## src/rtl/pipe_ctrl_pkg.sv

```systemverilog
// Shared types and constants for the pipeline hazard controller.
// Contents:
//   state_e          - data-memory handshake FSM states
//   REG_ZERO         - architectural $zero register index
//   DEF_MEM_TIMEOUT  - default maximum consecutive MEM_WAIT cycles
//   DEF_CNT_W        - default width of the stall performance counter
package pipe_ctrl_pkg;

    typedef enum logic [0:0] {
        RUN      = 1'b0,
        MEM_WAIT = 1'b1
    } state_e;

    localparam logic [4:0] REG_ZERO        = 5'd0;
    localparam int         DEF_MEM_TIMEOUT = 16;
    localparam int         DEF_CNT_W       = 16;

endpackage

```

## src/rtl/hazard_detect.sv

```systemverilog
// Load-use hazard detector (purely combinational).
// Ports:
//   id_rs, id_rt   in  - source register fields of the instruction in ID
//   id_uses_rt     in  - ID instruction reads rt as a source
//   ex_memread     in  - instruction in EX is a load
//   ex_rt          in  - load destination register in EX
//   load_use       out - ID instruction needs the value the EX load produces
module hazard_detect
    import pipe_ctrl_pkg::*;
(
    input  logic [4:0] id_rs,
    input  logic [4:0] id_rt,
    input  logic       id_uses_rt,
    input  logic       ex_memread,
    input  logic [4:0] ex_rt,
    output logic       load_use
);

    // A load into $zero never creates a dependence; rt only matters when read.
    assign load_use = ex_memread && (ex_rt != REG_ZERO) &&
                      ((ex_rt == id_rs) || (id_uses_rt && (ex_rt == id_rt)));

endmodule

```

## src/rtl/pipeline_hazard_ctrl.sv

```systemverilog
// Central pipeline control for the 5-stage MIPS core.
// Produces pipeline-register enables/flushes from load-use hazards, taken
// branches in EX and the data-memory wait-state handshake; tracks a sticky
// memory timeout flag and a saturating stall-cycle counter.
// Ports:
//   clk, reset_n               in  - clock, async active-low reset
//   id_rs, id_rt, id_uses_rt   in  - ID source operands
//   ex_memread, ex_rt          in  - EX load info
//   ex_branch_taken            in  - branch resolved taken in EX
//   mem_access, dmem_ready     in  - MEM stage access and memory completion
//   perf_clr                   in  - synchronous clear of perf counter
//   dmem_req                   out - memory access request
//   pc_write, ifid_write       out - PC / IF-ID enables
//   ifid_flush, idex_flush     out - IF-ID / ID-EX flushes
//   exmem_write                out - EX-MEM enable
//   memwb_flush                out - MEM-WB bubble insert
//   mem_timeout_err            out - sticky timeout flag
//   perf_stall_cycles          out - saturating stall-cycle count
module pipeline_hazard_ctrl
    import pipe_ctrl_pkg::*;
#(
    parameter int MEM_TIMEOUT = DEF_MEM_TIMEOUT,
    parameter int CNT_W       = DEF_CNT_W
) (
    input  logic             clk,
    input  logic             reset_n,
    input  logic [4:0]       id_rs,
    input  logic [4:0]       id_rt,
    input  logic             id_uses_rt,
    input  logic             ex_memread,
    input  logic [4:0]       ex_rt,
    input  logic             ex_branch_taken,
    input  logic             mem_access,
    input  logic             dmem_ready,
    input  logic             perf_clr,
    output logic             dmem_req,
    output logic             pc_write,
    output logic             ifid_write,
    output logic             ifid_flush,
    output logic             idex_flush,
    output logic             exmem_write,
    output logic             memwb_flush,
    output logic             mem_timeout_err,
    output logic [CNT_W-1:0] perf_stall_cycles
);

    // wait_cnt never exceeds MEM_TIMEOUT-1 because the timeout exits MEM_WAIT.
    localparam int              WC_W      = $clog2(MEM_TIMEOUT);
    localparam logic [WC_W-1:0] WAIT_LAST = WC_W'(MEM_TIMEOUT - 1);

    state_e          state_r;
    logic [WC_W-1:0] wait_cnt_r;
    logic            load_use_s;
    logic            timeout_s;
    logic            mem_stall_s;

    hazard_detect u_hazard_detect (
        .id_rs      (id_rs),
        .id_rt      (id_rt),
        .id_uses_rt (id_uses_rt),
        .ex_memread (ex_memread),
        .ex_rt      (ex_rt),
        .load_use   (load_use_s)
    );

    assign dmem_req = mem_access;

    // Timeout detection and the memory stall it overrides.
    always_comb begin
        timeout_s   = (state_r == MEM_WAIT) && !dmem_ready && (wait_cnt_r == WAIT_LAST);
        mem_stall_s = mem_access && !dmem_ready && !timeout_s;
    end

    // Priority mux: memory stall > taken branch > load-use > free-run.
    always_comb begin
        pc_write    = 1'b1;
        ifid_write  = 1'b1;
        ifid_flush  = 1'b0;
        idex_flush  = 1'b0;
        exmem_write = 1'b1;
        memwb_flush = timeout_s;
        if (mem_stall_s) begin
            // EX is frozen, so a branch or load-use there re-presents later.
            pc_write    = 1'b0;
            ifid_write  = 1'b0;
            exmem_write = 1'b0;
            memwb_flush = 1'b1;
        end else if (ex_branch_taken) begin
            // Squashing ID also discards any load-use dependence it had.
            ifid_flush = 1'b1;
            idex_flush = 1'b1;
        end else if (load_use_s) begin
            pc_write   = 1'b0;
            ifid_write = 1'b0;
            idex_flush = 1'b1;
        end else begin
            pc_write = 1'b1;
        end
    end

    // Memory wait-state FSM, its cycle counter and the sticky timeout flag.
    always_ff @(posedge clk or negedge reset_n) begin
        if (!reset_n) begin
            state_r         <= RUN;
            wait_cnt_r      <= '0;
            mem_timeout_err <= 1'b0;
        end else begin
            case (state_r)
                RUN: begin
                    wait_cnt_r <= '0;
                    if (mem_access && !dmem_ready) begin
                        state_r <= MEM_WAIT;
                    end else begin
                        state_r <= RUN;
                    end
                end
                MEM_WAIT: begin
                    if (dmem_ready || timeout_s) begin
                        state_r    <= RUN;
                        wait_cnt_r <= '0;
                    end else begin
                        state_r    <= MEM_WAIT;
                        wait_cnt_r <= wait_cnt_r + WC_W'(1);
                    end
                end
                default: begin
                    state_r    <= RUN;
                    wait_cnt_r <= '0;
                end
            endcase
            if (timeout_s) begin
                mem_timeout_err <= 1'b1;
            end else begin
                mem_timeout_err <= mem_timeout_err;
            end
        end
    end

    // Saturating stall-cycle counter; clear wins over increment.
    always_ff @(posedge clk or negedge reset_n) begin
        if (!reset_n) begin
            perf_stall_cycles <= '0;
        end else if (perf_clr) begin
            perf_stall_cycles <= '0;
        end else if (!pc_write && (perf_stall_cycles != {CNT_W{1'b1}})) begin
            perf_stall_cycles <= perf_stall_cycles + CNT_W'(1);
        end else begin
            perf_stall_cycles <= perf_stall_cycles;
        end
    end

endmodule
```

## config.mk

```make
export PLATFORM = sky130hd
export DESIGN_NAME = pipeline_hazard_ctrl
export DESIGN_NICKNAME = d
export VERILOG_FILES = /design/src/rtl/pipe_ctrl_pkg.sv /design/src/rtl/hazard_detect.sv /design/src/rtl/pipeline_hazard_ctrl.sv
export SDC_FILE = /design/constraint.sdc
export NUM_CORES = 1
export LEC_CHECK = 0
export ABC_AREA = 1
export BUFFER_PORTS_ARGS = -buffer_cell sky130_fd_sc_hd__buf_2
export CAP_MARGIN = 30
export CORE_ASPECT_RATIO = 1.4
export CORE_MARGIN = 2
export CORE_UTILIZATION = 46
export DETAILED_ROUTE_END_ITERATION = 16
export GPL_TIMING_DRIVEN = 1
export PLACE_DENSITY = 0.86
export SKIP_LAST_GASP = 1
export SYNTH_ARGS = -nofsm -noshare
export SYNTH_HDL_FRONTEND = slang
export SYNTH_SLANG_ARGS = --single-unit
```

## constraint.sdc

```tcl
create_clock -name clk -period 1.7 [get_ports clk]
set_clock_uncertainty 0.05 [all_clocks]
set_input_delay 0.17 -clock clk [delete_from_list [all_inputs] [get_ports clk]]
set_output_delay 0.17 -clock clk [all_outputs]
set_load 0.05 [all_outputs]
```

* Word level (Yosys, flattened, before mapping)
Cells that the tools add are included.
Storage, ports and cells: word-level logic and storage cells 43, bits in registers 22, output and inout bits 24
Cells by class: bitwise operators 1, reduce and logical (&&, ||, !) cells 15, eq/ne operators 4, add/sub/neg operators 2, muxes and demuxes 17
Operators with widths (number):
- 2-to-1 mux 16 bit | 2
- adder 16 x 1 -> 16 bit, second input constant | 1
- inequality test 16 bit, second input constant | 1
- 2-to-1 mux 1 bit | 12
- == test 5 bit | 2
- logical AND 1 bit | 8
- case mux 4 bit (2 select lines) | 1
- nonzero test 5 bit | 1
- adder 4 x 1 -> 4 bit, second input constant | 1
- == test 4 bit, second input constant | 1
- 2-to-1 mux 4 bit | 1
- zero test 1 bit | 3
- logical OR 1 bit | 2
- case mux 1 bit (2 select lines) | 1
- nonzero test 2 bit | 1
- inverter 1 bit | 1

* Depth between registers and ports, before layout
Gate-level depths: netlist (run 1).
depth after elaboration 11, mapped depth 12

* By module
From an unflattened synthesis (run 1), not the netlist that was laid out.
Unflattened totals: cell total of the unflattened synthesis 247, area, all modules 1566.5 µm²
Modules (own cells, without submodules):
- pipeline_hazard_ctrl | cells each 195, sequential area each 550.5 µm², area each 1360.1 µm², times used 1
- hazard_detect | cells each 52, sequential area each 0.0 µm², area each 206.4 µm², times used 1

* Worst setup path after synthesis (run 1)
OpenSTA, ideal clock, no wires.
kind reg2out, start point register wait_cnt_r[0], end point output pc_write, arrival time 1.933 ns, setup slack -0.453 ns, path buffers 2, cell stages (with the launch flop) 10, cell sequence dfrtp_1 -> ha_1 -> nand2_1 -> nor3_1 -> nor2_1 -> inv_2 -> nand2_2 -> buf_2 -> inv_2 -> buf_4
On the way: cells in the longest elaborated chain, start to end 5
Ends and longest elaborated chain:
- start: declaration | line pipeline_hazard_ctrl.sv:52 | logic [WC_W-1:0] wait_cnt_r;
- start signal: assignment | line pipeline_hazard_ctrl.sv:123 | wait_cnt_r <= wait_cnt_r + WC_W'(1);
- == test 4 bit | line pipeline_hazard_ctrl.sv:70 | timeout_s = (state_r == MEM_WAIT) && !dmem_ready && (wait_cnt_r == WAIT_LAST);
- logical AND 1 bit | line pipeline_hazard_ctrl.sv:70
- zero test 1 bit | line pipeline_hazard_ctrl.sv:71 | mem_stall_s = mem_access && !dmem_ready && !timeout_s;
- logical AND 1 bit | line pipeline_hazard_ctrl.sv:71
- 2-to-1 mux 1 bit
- end: declaration | line pipeline_hazard_ctrl.sv:37 | output logic pc_write,
Every way passes these cells.

* Worst setup path in the final report (run 1)
start point register wait_cnt_r[0], end point output pc_write
On the way: cells in the longest elaborated chain, start to end 5
Ends and longest elaborated chain:
- == test 4 bit | line pipeline_hazard_ctrl.sv:70
- logical AND 1 bit | line pipeline_hazard_ctrl.sv:70
- zero test 1 bit | line pipeline_hazard_ctrl.sv:71
- logical AND 1 bit | line pipeline_hazard_ctrl.sv:71
- 2-to-1 mux 1 bit | line pipeline_hazard_ctrl.sv:82 | if (mem_stall_s) begin
Every way passes these cells.

==> run summary, run 1 <==
• finished with violations — run status
• negative setup slack — failing checks
• 321 — total instance count after detailed placement
• 0.777 — RD Place Congestion
• 0.575 GHz — Highest Clock Rate
• 444 uV — worst IR drop on VDD
• 73.7 um — vertical die dimension
• 572 mW/mm^2 — power density cells
• 34.5% — share of synthesized area occupied by flip-flops and latches
• 65 x nand2_1, 30 x inv_1, 26 x nand3_1, 22 x dfrtp_1 — Post-synth top cells
• 25 — total number of placement rows
• dfrtp_1 35%, nand2_1 15%, nand3_1 8.2% — synth top area cells
• flip-flop — category of the worst setup path launch point
• 0.27 ns — clock insertion delay at the later pin of the skew report
• 0.00335 mm^2 — CORE AREA
• dfrtp_1 — ys flop type
• 0 — Final Max Slew Viols
• 47 — I/O pin count
• 3 — clock buffer count from CTS
• wait_cnt_r[0] — worst setup path startpoint
• 4.18 mm — DRT Wirelength
• 1.28 nW — static leakage power
• 1.74 ns — final period demand of the worst path
• 1.48 ns — critical path data required time
• 0.00160 mm^2 — area of the mapped netlist
• 100% — ys async rst share
• 0 — yosys synthesis warning count
• 3 — crit-path max FO
• 29 — post-synth cell types
• 233 — Cells after Synth
• 325 — # nets final
• 47.7% — starting density of the core
• 34 — number of DRC violations after detailed-routing iteration 0
• 5.08 — via count normalized by instance count
• 6.85 um^2 — average cell area after synthesis
• 1.29 mW — total power after layout
• 67.3% — post-layout util
• 0 — remaining number of nets flagged by the antenna check after routing
• 7.02 mm — global-route wire length before repair
• yes — setup repair after global routing missed its margin
• 12.3 um — average routed wire per standard cell
• 2.93 mm — total half-perimeter wirelength after legalization and detailed placement
• 8 — number of logic stages on the critical path including buffering
• 9 — length in cells of the worst reg-to-reg path
• 0.36 ns — worst stage delay on the critical path
• 0 — initial antenna violation count
• 0 — total DRC errors in the routed layout
• 932 um^2 — area used by multi-input combinational logic
• 46 — number of buffers inserted by port buffering
• perf_stall_cycles[0] — critical register-to-register path startpoint
• dfrtp_1 — cell at the slowest stage of the critical path
• 4 — worst hold path cell count
• -0.0399 ns — least setup slack across all paths after layout
• 34.5% — Synth top area share
• 22 — clock sink count
• built — TritonCTS clock tree
• 0 — number of max-cap violations
• 53.8 um — die width
• 4 — first-pass iteration count of the detailed router
• 2 — Clock Path Buffers
• 339 — number of non-filler instances in the completed layout
• 23.7% — total global routing track utilization
• nand2_1 — most instantiated library cell after synthesis
• input port to flip-flop — path type of the worst min-delay path
• 275 — number of filler instances in the final layout
• 0.00396 mm^2 — die area
• 5 — final setup violation count
• 0.08 ns — clock-pin slew on the worst setup and hold paths
• 41.3% — Area growth, synth to finish
• 558 um^2 — area used by sequential logic in the layout
• 1 — # H-tree levels
• 0.509 ns — measured slew at the worst slew-check pin
• dfrtp_1 — post-synth top area cell
• ha_2, nand2_2, nor3_4, nor2_4, inv_2, nand2_4, inv_8, buf_8 — crit-path cells
• 36.8% — fraction of final layout cells with drive strength greater than 1
• 23 — largest net degree at the start of global routing
• 0 — final count of hold timing violations
• 1746 — vias in the first global route
• 22 — Yosys reg bits
• 3 — worst path bufs/invs
• 0 — Inserted Diodes
• 0 — residual overflow from global routing
• clkbuf_8 — clk root buf
• 66.1% — worst max-slew margin expressed relative to the limit
• simple AND/OR/NAND/NOR gates — family with the most delay on the worst path
• flip-flop to primary output — critical path class
• 1722 — routed vias
• 258 — synthesized net count
• 1.52 ns — arrival time at the worst endpoint
• dmem_ready — HP Start
• -0.0977 ns — setup TNS
• primary output — Critical Path Sink Type
• 102% — final worst path period share
• 0 — Post-synth EDFFs
## final cells by class
class                      count  area share [%]
multi-input combinational    162            41.4
clock buffer                   3            1.83
inverter                      40            7.00
tap                           40            2.22
timing repair buffer          71            21.5
clock inverter                 1            1.33
sequential                    22            24.8
## cell usage in the layout, fill, tap and decap left out, drive strengths merged
cell	instances
nor3b	1
ha	2
nand3	28
dlygate4sd3	1
nor2	20
nand3b	1
xor2	7
inv	40
buf	70
a21oi	4
nand4	19
clkbuf	3
dfrtp	22
o21bai	2
or2	1
nand2	67
o21ai	5
nor3	3
xnor2	2
bufinv	1
## worst min-delay path: stages
cell	delay (ns)
buf_2	0.08
inv_1	0.05
nand3_1	0.12
nor2_1	0.05
## where the power goes
group	leakage (nW)	switching [mW]	internal, mW
Sequential	0.295	0.00681	0.531
Combinational	0.953	0.158	0.0945
Clock	0.0357	0.184	0.315
Total	1.28	0.349	0.941
## state kept, by name (all words and copies together) (netlist names)
signal / count
perf_stall_cycles: 16
wait_cnt_r: 4
mem_timeout_err: 1
state_r: 1
## worst paths after layout
path | slack (ns) | end
max in group asynchronous | 0.89 | perf_stall_cycles[0]
worst max register to register | 0 | perf_stall_cycles[3]
min in group asynchronous | 0.35 | perf_stall_cycles[6]
worst max-delay path | -0.04 | pc_write
worst min register to register | 0.46 | mem_timeout_err
worst min-delay path | 0.19 | wait_cnt_r[0]
## cell families after synthesis
family          after synthesis  share of synthesized area [%]
fa+ha+maj                     2                           1.57
flops                        22                           34.5
xor+xnor                      9                           4.94
buf+inv                      49                           12.8
simple gates                140                           42.4
compound gates               11                           3.76
## layer usage
| metal | track usage, % | part of all wire, % | up-vias |
|---|---|---|---|
| met3 | 2.85 | 4.8 | 6 |
| met4 | 9.12 | 1.6 | 0 |
| met1 | 24.3 | 37 | 793 |
| met5 | 0 | 0 | - |
| met2 | 46.1 | 56 | 51 |
| li1 | - | - | 872 |
## timing repair
item,4_1_cts,5_1_grt
setup buffers,9,3
gates cloned,1,0
hold buffers,1,0
hold endpoints to repair,22,0
pin swaps,9,11
resized for setup,21,7
endpoints found under the setup margin,17,22
## through the flow
stage               area [um^2]  setup slack [ns]  hold WS (ns)
global route               2250            -0.141         0.223
global placement           1980            0.0440         0.106
detailed placement         1980           -0.0101         0.123
finish                     2250           -0.0399         0.189
floorplan                  1690            -0.171        -0.176
CTS                        2210           -0.0679         0.190
No activity file was read; power rests on OpenSTA's default activity.
==> run 2, diff against run 1 <==
Settings changed: ABC_AREA 1 to 0, CORE_UTILIZATION 46 to 45, PLACE_DENSITY 0.86 to 0.87.
==> run 2 against run 1 <==
  * The flow still finishes with violations (negative setup slack)
  * Routed wire length increased by 16%
  * Core utilization is 11 points higher
  * Via count fell by 4.1%
  * Setup slack worse by 0.30 ns
  * Non-clock buffer count grew 24
  * Clock-buffer cell count up 1
  * Power fell by 11%
  * Worst hold slack got worse by 0.051 ns
  * Register-to-register slack got worse by 0.34 ns
  * Synthesized cell count down 36%
  * Sequential cell count unchanged
  * Critical endpoint is now perf_stall_cycles[3]
  * Clock power is 31% lower
==> run summary, run 2 <==
• 50.9 um — die width
• input port to flip-flop — path type of the worst min-delay path
• 1548 — vias in the first global route
• 26.3% — total global routing track utilization
• 23 — total number of placement rows
• 64.8% — Area growth, synth to finish
• 0.27 ns — clock insertion delay at the later pin of the skew report
• 23 — largest net degree at the start of global routing
• 3 — clock buffer count from CTS
• 0 — total DRC errors in the routed layout
• 0 — residual overflow from global routing
• 28.6% — net switching fraction of the power
• dfrtp_1 — most instantiated library cell after synthesis
• 46.5% — sequential fraction of design power
• 1651 — routed vias
• 0 — yosys synthesis warning count
• yes — setup repair after global routing missed its margin
• 175 — synthesized net count
• -0.336 ns — least setup slack across all paths after layout
• 0.491 GHz — Highest Clock Rate
• 150 — Cells after Synth
• 2.17 ns — arrival time at the worst endpoint
• 17.4 um — average routed wire per standard cell
• 7.03 mm — global-route wire length before repair
• 37 — post-synth cell types
• perf_stall_cycles: 16 flops, wait_cnt_r: 4 flops — top flop regs
• 1.06 nW — static leakage power
• 0 — Post-synth EDFFs
• 0.535 ns — measured slew at the worst slew-check pin
• 42 — number of DRC violations after detailed-routing iteration 0
• 22 x dfrtp_1, 14 x nor2_1, 13 x a21oi_1, 12 x or4_1, 11 x o31ai_1 — Post-synth top cells
• -5.87 ns — setup TNS
• clkbuf_8 — clk root buf
• 64.3% — worst max-slew margin expressed relative to the limit
• flip-flop — Critical Path Sink Type
• 0.00291 mm^2 — CORE AREA
• 39.7% — share of synthesized area occupied by flip-flops and latches
• finished with violations — run status
• built — TritonCTS clock tree
• 0.820 mW — Internal Dissipation
• 1.15 mW — total power after layout
• 0.08 ns — clock-pin slew on the worst setup and hold paths
• 5.94 — via count normalized by instance count
• 47.7% — starting density of the core
• 261 — total instance count after detailed placement
• 0.00139 mm^2 — area of the mapped netlist
• 0.00196 mm^2 — placed cell area
• dfrtp_1 40%, or4_1 6.5%, xor2_1 6.3% — synth top area cells
• 54.4% — fraction of final layout cells with drive strength greater than 1
• 0 — Final Max Slew Viols
• 23.7% — combinational fraction of design power
• 0 — initial antenna violation count
• flip-flop — category of the worst setup path launch point
• 0 — remaining number of nets flagged by the antenna check after routing
• 278 — number of non-filler instances in the completed layout
• 0 — Inserted Diodes
• 46 — number of buffers inserted by port buffering
• 431 uV — worst IR drop on VDD
• flip-flop to flip-flop — critical path class
• 0.843 — RD Place Congestion
• 503 mW/mm^2 — power density cells
• 47 — I/O pin count
• 2.04 ns — final period demand of the worst path
• 0.00355 mm^2 — die area
• 2.89 mm — total half-perimeter wirelength after legalization and detailed placement
• perf_stall_cycles — Biggest register
• 120% — final worst path period share
• 22 — clock sink count
• buf_4 — most common cell after layout, fill and taps aside
• 0.00228 mm^2 — post-route cell area
• 9.24 um^2 — average cell area after synthesis
• 0.329 mW — Net Switching
• 2 — Clock Path Buffers
• 4 — first-pass iteration count of the detailed router
• negative setup slack — failing checks
• 78.6% — post-layout util
• 43 x buf_4, 40 x buf_2, 15 x dfrtp_1, 12 x nor2_1 — commonest cells after routing, fill and taps aside
• 16 — number of flip-flops in the largest register
• 69.7 um — vertical die dimension
• 39.7% — Synth top area share
• dfrtp_1 — ys flop type
• 29.8% — fraction of power consumed by the clock network
• 1 — # H-tree levels
• 22 — Yosys reg bits
• 21 — final setup violation count
• 1.83 ns — critical path data required time
• 267 — # nets final
• 100% — ys async rst share
• 8 — crit-path max FO
• dfrtp_1 — post-synth top area cell
• 4.85 mm — DRT Wirelength
• 0 — number of max-cap violations
• 0 — final count of hold timing violations
[run 2: cell count changes after synthesis, moves of 3 or more]
cell,change
a21oi_1,+9
or4_1,+12
nand2_1,-59
xor2_1,+3
inv_1,-28
nand3_1,-17
inv_2,-10
and3_1,+4
o31ai_1,+11
nor2_1,-4
nand4_1,-15
and4_1,+4
o21ai_0,-3
[run 2: routing by layer]
| layer | share of wire (%) | GRT usage, % | vias up | routed length [um] |
|---|---|---|---|---|
| met3 | 6.0 | 3.66 | 13 | 292 |
| met2 | 54 | 46.0 | 93 | 2640 |
| met4 | 2.7 | 12.6 | 0 | 130 |
| met5 | 0 | 0 | - | 0 |
| met1 | 37 | 30.3 | 796 | 1790 |
| li1 | - | - | 749 | - |
[run 2: cell type report]
cell class / instances / area, um^2
Clock buffer: 4 / 45.0
Timing Repair Buffer: 95 / 721
Multi-Input combinational cell: 118 / 906
Tap cell: 37 / 46.3
Sequential cell: 22 / 559
Inverter: 2 / 7.51
Fill cell: 185 / 622
[run 2: timing repair]
item | 4_1_cts | 5_1_grt
pin swaps | 13 | 6
gates cloned | 3 | 1
setup endpoints to repair | 21 | 22
gates resized for setup | 28 | 13
buffers inserted | 5 | 3
hold endpoints to repair | 22 | 0
hold buffers | 1 | 0
[run 2: per-stage QoR]
step	hold WS (ns)	setup WS [ns]
final	0.138	-0.336
after global routing	0.136	-0.413
after CTS	0.145	-0.306
after detailed placement	0.116	-0.520
after global placement	0.107	-0.446
after floorplan	-0.176	-0.487
[run 2: kinds of logic (layout without fill, tap and decap cells)]
| family | Yosys count | count (layout) | synth area share, % |
|---|---|---|---|
| buffers and inverters | 12 | 101 | 5.05 |
| XOR/XNOR | 12 | 12 | 7.58 |
| AND/OR/NAND/NOR | 66 | 68 | 28.7 |
| AO/OA/AOI/OAI | 34 | 34 | 15.5 |
| adder cells (fa/ha/maj) | 2 | 2 | 1.80 |
| multiplexers | 2 | 2 | 1.62 |
| flip-flops | 22 | 22 | 39.7 |
[run 2: power groups by stage]
stage / registers (mW) / clock network [mW] / logic, mW
3_5_place_dp: 0.544 / 0 / 0.209
6_report: 0.534 / 0.342 / 0.273
3_3_place_gp: 0.544 / 0 / 0.202
5_1_grt: 0.535 / 0.377 / 0.288
4_1_cts: 0.534 / 0.341 / 0.249
2_1_floorplan: 0.555 / 0 / 0.112
[run 2: path summary, 6_finish.rpt]
kind	startpoint	to	slack, ns	cells after the start
max	wait_cnt_r[0]	perf_stall_cycles[3]	-0.34	9
min	mem_access	state_r	0.14	2
max reg2reg	wait_cnt_r[0]	perf_stall_cycles[3]	-0.34	9
min reg2reg	mem_timeout_err	mem_timeout_err	0.47	1
max in group asynchronous	reset_n	perf_stall_cycles[0]	0.83	2
min in group asynchronous	reset_n	perf_stall_cycles[9]	0.39	2
[run 2: critical path, cell delays in order (launching register included)]
cell and delay [ns]:
dfrtp_1 0.40, ha_2 0.19, and4_4 0.16, nor2_4 0.11, nand2_4 0.05, o31a_1 0.14, buf_4 0.17, buf_16 0.13
or4_1 0.39, a21oi_1 0.16
==> run 3, diff against run 2 <==
Settings changed: ABC_AREA 0 to 1, CORE_UTILIZATION 45 to 51, PLACE_DENSITY 0.87 to 0.9.
Clock period 1.7 ns to 2.1 ns, I/O delays scaled along.
==> run 3 against run 2 <==
  * The flow now finishes without violations
  * Routed wire length decreased by 24%
  * Combinational power decreased by 39%
  * Cell area decreased by 14%
  * Global-route usage decreased by 5.0 points
  * Sequential power decreased by 19%
  * Clock power increased by 15%
  * First-iteration DRC count unchanged
  * Sequential cell count unchanged
==> run summary, run 3 (synthesis results as in run 1) <==
• 0.00196 mm^2 — post-route cell area
• 0 — Final Max Slew Viols
• 1659 — routed vias
• 52.1% — starting density of the core
• 860 um^2 — area used by multi-input combinational logic
• 22 — clock sink count
• 42 — number of DRC violations after detailed-routing iteration 0
• 1.97 ns — final period demand of the worst path
• 0 — final setup violation count
• 6.09 mm — global-route wire length before repair
• 0.492 ns — measured slew at the worst slew-check pin
• finished, final reports clean — run status
• 23 — largest net degree at the start of global routing
• 0 — Inserted Diodes
• 65 x nand2_1, 44 x buf_2, 30 x inv_1, 26 x nand3_1, 20 x dfrtp_1 — commonest cells after routing, fill and taps aside
• 3 — worst hold path cell count
• 1.71 ns — arrival time at the worst endpoint
• 508 mW/mm^2 — power density cells
• 306 uV — worst IR drop on VDD
• 1573 — vias in the first global route
• 553 um^2 — area used by sequential logic in the layout
• primary output — Critical Path Sink Type
• 0 — initial antenna violation count
• 2 — Clock Path Buffers
• 1.17 nW — static leakage power
• 0.00185 mm^2 — placed cell area
• 0.177 ns — placement-stage worst setup slack
• 0.507 GHz — Highest Clock Rate
• 0 — number of max-cap violations
• 0.00306 mm^2 — CORE AREA
• 21.3% — total global routing track utilization
• 0.865 — RD Place Congestion
• 0 — residual overflow from global routing
• 9 — length in cells of the worst reg-to-reg path
• 1.84 ns — critical path data required time
• clkbuf_8 — clk root buf
• 318 — number of non-filler instances in the completed layout
• input port to flip-flop — path type of the worst min-delay path
• met4 — Top Layer Used
• 0 ns — setup TNS
• 1.39 mm — met1 layer wirelength in the final routing
• 2.03 mm — wire length on met2
• perf_stall_cycles[1] — critical register-to-register path startpoint
• 5.22 — via count normalized by instance count
• 0.128 ns — least setup slack across all paths after layout
• 93.9% — final worst path period share
• 3.69 mm — DRT Wirelength
• flip-flop to primary output — critical path class
• 228 um — met3 WL
• 4 — first-pass iteration count of the detailed router
• 0.26 ns — clock insertion delay at the later pin of the skew report
• 0.219 ns — Hold WS
• 0 — total DRC errors in the routed layout
• 0 — final count of hold timing violations
• perf_stall_cycles[5] — RR Endpoint
• 11.6 um — average routed wire per standard cell
• 47 — I/O pin count
• 67.2% — worst max-slew margin expressed relative to the limit
• flip-flop — category of the worst setup path launch point
• 16 — number of flip-flops in the largest register
• 312 — total instance count after detailed placement
• 0 — remaining number of nets flagged by the antenna check after routing
• 3 — clock buffer count from CTS
• state_r — Worst Hold End
• 46 — number of buffers inserted by port buffering
• mem_access — HP Start
• 27.6% — fraction of final layout cells with drive strength greater than 1
• 24 — total number of placement rows
• built — TritonCTS clock tree
• 22.9% — Area growth, synth to finish
• 70.2 um — vertical die dimension
• 2.75 mm — total half-perimeter wirelength after legalization and detailed placement
• 305 — # nets final
• perf_stall_cycles: 16 flops, wait_cnt_r: 4 flops — top flop regs
• 0.08 ns — clock-pin slew on the worst setup and hold paths
• 51.3 um — die width
• 1 — # H-tree levels
• nand2_1 — most common cell after layout, fill and taps aside
• 11 — crit-path max FO
• 282 — number of filler instances in the final layout
• 0.15 ns — worst-case register-to-register setup slack
• perf_stall_cycles — Biggest register
• 0.00360 mm^2 — die area
-- run 3: changes by cell type in the layout (fill, tap and decap cells not counted), sizes merged, moves of 3 or more --
cell / delta
nand4: +16
and4: -4
buf: -43
and3: -4
o31ai: -11
nand3: +19
or4: -12
a21oi: -9
xor2: -3
nor2: +4
nand2: +61
inv: +38
-- run 3: repair_timing --
item / CTS / global route
setup endpoints to repair: 2 / 3
pin swaps: 0 / 1
setup buffers: 0 / 1
hold buffers: 1 / 0
hold endpoints to repair: 22 / 0
resized for setup: 1 / 7
-- run 3: per-stage QoR --
| step | power (mW) | utilization [%] |
|---|---|---|
| 4_1_cts | 1.00 | 63.2 |
| 3_5_place_dp | 0.606 | 60.3 |
| 6_report | 0.996 | 64.0 |
| 2_1_floorplan | 0.554 | - |
| 3_3_place_gp | 0.602 | 60.3 |
| 5_1_grt | 1.03 | 64.0 |
-- run 3: critical path, stage by stage, from the launching register on --
cell	delay, ns
dfrtp_1	0.37
ha_1	0.18
nand2_1	0.10
nor3_4	0.24
nor2_2	0.08
inv_2	0.08
nand2_4	0.12
inv_4	0.08
buf_4	0.19
-- run 3: how the worst max path moves through the flow --
| stage | cells after the start | startpoint | end | slack [ns] |
|---|---|---|---|---|
| floorplan | 9 | wait_cnt_r[0] | pc_write | 0.02 |
| global placement | 8 | wait_cnt_r[0] | pc_write | 0.24 |
| detailed placement | 8 | wait_cnt_r[0] | pc_write | 0.18 |
| CTS | 8 | wait_cnt_r[0] | pc_write | -0.02 |
| global route | 8 | wait_cnt_r[0] | pc_write | -0.02 |
| finish | 8 | wait_cnt_r[0] | pc_write | 0.13 |
-- run 3: layout make-up --
type,instances,area share [%]
Multi-Input combinational cell,162,43.8
Sequential cell,22,28.2
Timing Repair Buffer,51,14.0
Inverter,40,7.79
Tap cell,39,2.49
Clock buffer,3,2.11
Clock inverter,1,1.53
-- run 3: per-layer routing --
layer / track usage (%) / vias to the layer above
met5: 0 / -
met1: 22.8 / 761
met4: 6.73 / 0
li1: - / 833
met3: 2.35 / 6
met2: 41.6 / 59
-- run 3: power by group --
group / internal, mW / switching, mW
Clock: 0.255 / 0.140
Sequential: 0.430 / 0.00522
Combinational: 0.0510 / 0.115
Total: 0.736 / 0.260
